### config.mk
export PLATFORM = sky130hd
export DESIGN_NAME = memory_flat
export DESIGN_NICKNAME = d
export VERILOG_FILES = /design/src/rtl/memory_if.sv /design/src/rtl/memory.sv /design/src/flat_wrapper.sv
export SDC_FILE = /design/constraint.sdc
export NUM_CORES = 2
export LEC_CHECK = 0
export ABC_AREA = 1
export CORE_MARGIN = 4
export CORE_UTILIZATION = 65
export DETAILED_ROUTE_END_ITERATION = 10
export PLACE_DENSITY_LB_ADDON = 0.12
export SYNTH_ARGS = -nofsm -noshare
export SYNTH_HDL_FRONTEND = slang
export SYNTH_SLANG_ARGS = --single-unit
### constraint.sdc
create_clock -name clk -period 5.1 [get_ports clk]
set_input_delay 0.765 -clock clk [delete_from_list [all_inputs] [get_ports clk]]
set_output_delay 0.765 -clock clk [all_outputs]
set_load 0.005 [all_outputs]
### src/rtl/memory_if.sv
// Word-wide memory port: address, write data and write enable in; registered read data out.
interface memory_if #(
  parameter int DATA_WIDTH = 8,
  parameter int ADDR_WIDTH = 8
);
  logic [ADDR_WIDTH-1:0] addr;
  logic [DATA_WIDTH-1:0] data_in;
  logic                  we;
  logic [DATA_WIDTH-1:0] data_out;

  modport master (output addr, output data_in, output we, input  data_out);
  modport slave  (input  addr, input  data_in, input  we, output data_out);
endinterface

### src/rtl/memory.sv
// Single-port synchronous memory with a one-cycle registered read.
// Builds a write-first RAM or a fixed ROM holding the inverted address.
module memory #(
  parameter int DATA_WIDTH = 8,
  parameter int ADDR_WIDTH = 8,
  parameter int MEM_DEPTH  = 256,
  parameter bit IS_RAM     = 1'b1
) (
  input logic      clk,
  input logic      rst,
  memory_if.slave  bus
);

  localparam logic [ADDR_WIDTH:0] DEPTH_EXT = (ADDR_WIDTH + 1)'(MEM_DEPTH);

  // One extra bit keeps the compare correct when MEM_DEPTH == 2**ADDR_WIDTH.
  logic in_range;
  assign in_range = {1'b0, bus.addr} < DEPTH_EXT;

  generate
    if (IS_RAM) begin : g_ram
      logic [DATA_WIDTH-1:0] mem [MEM_DEPTH];

      // NOTE: every word is cleared by reset, so the array maps to flops rather than a RAM macro.
      always_ff @(posedge clk) begin
        if (rst) begin
          // NOTE: non-blocking assignments keep every flop updating from pre-edge values.
          bus.data_out <= '0;
          for (int i = 0; i < MEM_DEPTH; i++) begin
            mem[i] <= '0;
          end
        end else if (!in_range) begin
          bus.data_out <= '0;
        end else if (bus.we) begin
          mem[bus.addr] <= bus.data_in;
          bus.data_out  <= bus.data_in;
        end else begin
          bus.data_out  <= mem[bus.addr];
        end
      end
    end else begin : g_rom
      logic [ADDR_WIDTH-1:0] inv_addr;
      logic                  unused_write_port;

      assign inv_addr          = ~bus.addr;
      assign unused_write_port = ^{bus.we, bus.data_in};

      // Contents are a pure function of the address, so reset only touches the output.
      always_ff @(posedge clk) begin
        if (rst || !in_range) begin
          bus.data_out <= '0;
        end else begin
          bus.data_out <= DATA_WIDTH'(inv_addr);
        end
      end
    end
  endgenerate

endmodule

### src/flat_wrapper.sv
// flat-port wrapper written by rule: the top's interface ports become plain ports
module memory_flat 
#(
  parameter int DATA_WIDTH = 8,
  parameter int ADDR_WIDTH = 8,
  parameter int MEM_DEPTH  = 256,
  parameter bit IS_RAM     = 1'b1
)
  (clk, rst, bus_addr, bus_data_in, bus_we, bus_data_out);
  memory_if #(.DATA_WIDTH(DATA_WIDTH), .ADDR_WIDTH(ADDR_WIDTH)) bus_i ();
  input logic clk;
  input logic rst;
  input wire logic [$bits(bus_i.addr)-1:0] bus_addr;
  input wire logic [$bits(bus_i.data_in)-1:0] bus_data_in;
  input wire logic [$bits(bus_i.we)-1:0] bus_we;
  output wire logic [$bits(bus_i.data_out)-1:0] bus_data_out;
  assign bus_i.addr = bus_addr;
  assign bus_i.data_in = bus_data_in;
  assign bus_i.we = bus_we;
  assign bus_data_out = bus_i.data_out;
  memory #(.DATA_WIDTH(DATA_WIDTH), .ADDR_WIDTH(ADDR_WIDTH), .MEM_DEPTH(MEM_DEPTH), .IS_RAM(IS_RAM)) u_core (.clk(clk), .rst(rst), .bus(bus_i));
endmodule
==> results.sh <==
export IMPL_cts_tree="done"
export IMPL_core_area_um2=142000
export IMPL_status="complete, no violations"
export IMPL_drc=0
export IMPL_synth_top_area_frac=0.659
export IMPL_crit_buf_inv=1
export IMPL_setup_viol=0
export IMPL_p_int_uw=28600
export IMPL_cts_resized=0
export IMPL_fin_crit_ps=3640
export IMPL_place_area_um2=95200
export IMPL_hold_class="input pin to flip-flop"
export IMPL_ys_ff_latch=2056
export IMPL_cts_hold_fix_buffers=0
export IMPL_path_cells="clkdlybuf4s50_1 -> nand2_1 -> nor2_1 -> nand3_1 -> nand2_1"
export IMPL_p_clk_frac=0.396
export IMPL_ant_nets=0
export IMPL_grt_ovfl_total=0
export IMPL_synth_area_top_cells="edfxtp_1, nand2_1, nor2_1"
export IMPL_crit_required_ps=5590
export IMPL_port_buffers=26
export IMPL_post_cts_buffers=0
export IMPL_grtUsageMet2=0.555
export IMPL_rows=138
export IMPL_grt_max_degree=132
export IMPL_crit_path_max_incr_delay_ps=1200
export IMPL_tightest_slew_ps=1410
export IMPL_fin_util=0.716
export IMPL_syn_instance_count=10229
export IMPL_holdWs_ps=883
export IMPL_period_share=0.714
export IMPL_arrival_ps=4130
export IMPL_fp_dieW_um=387
export IMPL_io_pins=27
export IMPL_cts_sinks=2056
export IMPL_drt_iter0_drc=10383
export IMPL_place_hpwl_um=162000
export IMPL_fp_dieH_um=387
export IMPL_grt_first_pass_wirelength_um=409000
export IMPL_synth_avg_cell_area_um2=9.13
export IMPL_worstSetupPathType="input pin to flip-flop"
export IMPL_drv_cap=0
export IMPL_relSlewSlack=0.0552
export IMPL_grt_usage=0.361
export IMPL_peakVddDrop_mv=0.345
export IMPL_cp_end_kind="flip-flop"
export IMPL_power_density_nw_per_um2=369
export IMPL_drive_above_1_share=0.0473
export IMPL_clkLatencyLatePin_ps=830
export IMPL_synth_nets=10248
export IMPL_p_sw_uw=8960
export IMPL_dr_total_vias=72089
export IMPL_wirelength_um=275000
export IMPL_routedWlPerCell_um=22.9
export IMPL_area_delta_synth_final_pct=8.94
export IMPL_die_area_um2=150000
export IMPL_grt_busiest_layer="met2"
export IMPL_cts_root_buffer="clkbuf_16"
export IMPL_yosys_cell_types_count=20
export IMPL_crit_path_max_fanout=9
export IMPL_maxSlewViolCount=0
export IMPL_antenna_found_initial=4
export IMPL_yosys_warnings=0
export IMPL_tns_ps=0
export IMPL_finClkSkew_ps=20.0
export IMPL_numCtsBuffers=201
export IMPL_critPathLaunchType="input pin"
export IMPL_hold_viol=0
export IMPL_critPathMostFrequentCell="nand2_1"
export IMPL_start_util=0.657
export IMPL_rsz0062_at_grt="no"
export IMPL_nNetsFinal=9968
export IMPL_synthDominantAreaCellType="edfxtp_1"
export IMPL_grt_pass1_vias=67881
export IMPL_cp_top_family="simple AND/OR/NAND/NOR gates"
export IMPL_htreeDepth=4
export IMPL_max_freq_mhz=275
export IMPL_yosysSeqAreaShare=0.660
export IMPL_use_met3=0.0890
export IMPL_comb_power_share=0.080
export IMPL_clock_path_buffers=3
export IMPL_viasPerCell=6.01
export IMPL_final_cell_area_um2=102000
export IMPL_gp_routability_congestion=0.956
export IMPL_slowest_stage="nor2_1"
export IMPL_pwr_share_seq=0.524
export IMPL_p_leak_uw=0.0422
export IMPL_swShare=0.239
export IMPL_dr_pass1_iters=8
export IMPL_synth_area_um2=93400
export IMPL_grt_use_met1=0.494
export IMPL_path_clk_slew_ps=60
area by class of cell:
class                      count  area [um^2]
sequential                  2056        61700
fill                       10428        40400
multi-input combinational   7479        29100
clock buffer                 246         5310
tap                         1890         2360
timing repair buffer         168         1900
clock inverter               119         1190
inverter                      43          254
antenna                        3         7.51
state kept, by name, summed over array words and instances (netlist names):
| signal | cells |
|---|---|
| u_core.g_ram.mem | 2048 |
| u_core.bus.data_out | 8 |
worst register-to-register path, delay by kind of cell, from the launching register on:
kind	cells	cell delay, ps
compound gates	2	1190
simple gates	8	740
flops	1	400
per-stage QoR:
step | setup WS [ps] | cells | power (uW)
floorplan | 2510 | 10229 | 21700
global placement | 913 | 11636 | 22900
detailed placement | 800 | 11636 | 22900
CTS | 1640 | 12001 | 37400
global route | 1440 | 12001 | 38500
finish | 1460 | 12004 | 37500
synth_stat cells:
library cell / n
nand3_1: 149
inv_1: 23
a22oi_1: 24
nor2_2: 5
buf_4: 3
clkbuf_1: 439
nor3_2: 12
dfxtp_1: 8
nor3_1: 4
nand2_2: 1
edfxtp_1: 2048
a21oi_1: 88
o21ai_0: 52
inv_2: 20
buf_1: 49
nand4_1: 86
nand2_1: 4620
nor2_1: 2378
buf_2: 160
o21ai_1: 60
power groups by stage:
stage                     clock (uW)  sequential [uW]  combinational [uW]
final                          14800            19700                3020
after global routing           15600            19700                3240
after CTS                      14800            19700                2930
after detailed placement           0            20000                2920
after global placement             0            20000                2880
after floorplan                    0            19900                1830
layout by cell type (no fill, tap or decap), types with 45 or more instances in the layout:
cell	count
nand2_1	4619
nor2_1	2372
edfxtp_1	2048
clkbuf_16	206
nand3_1	149
buf_4	97
a21oi_1	88
nand4_1	86
o21ai_1	60
o21ai_0	52
clkinv_1	49
buf_12	45
path summary, 6_finish.rpt:
check	start	to	slack, ps	depth (start not counted)
setup / recovery	bus_addr[2]	u_core.g_ram.mem[127][3]	1460	5
hold / removal	bus_we	u_core.bus.data_out[5]	880	4
setup reg to reg	u_core.g_ram.mem[208][7]	u_core.bus.data_out[7]	2660	10
hold reg to reg	u_core.g_ram.mem[186][4]	u_core.bus.data_out[4]	980	10
kinds of logic (layout without fill, tap and decap cells):
family                 after synthesis  after routing  share of synthesized area
AO/OA/AOI/OAI                      224            224                     0.0126
buffers and inverters              694            576                     0.0302
flip-flops                        2056           2056                      0.660
other                                0              3                          0
AND/OR/NAND/NOR                   7255           7255                      0.297
per-layer routing:
metal / vias up / routed length (um)
met5: - / 13
met3: 807 / 38500
met2: 5103 / 124000
li1: 32468 / -
met1: 33709 / 99300
met4: 2 / 13700
No activity file was read; power rests on OpenSTA's default activity.
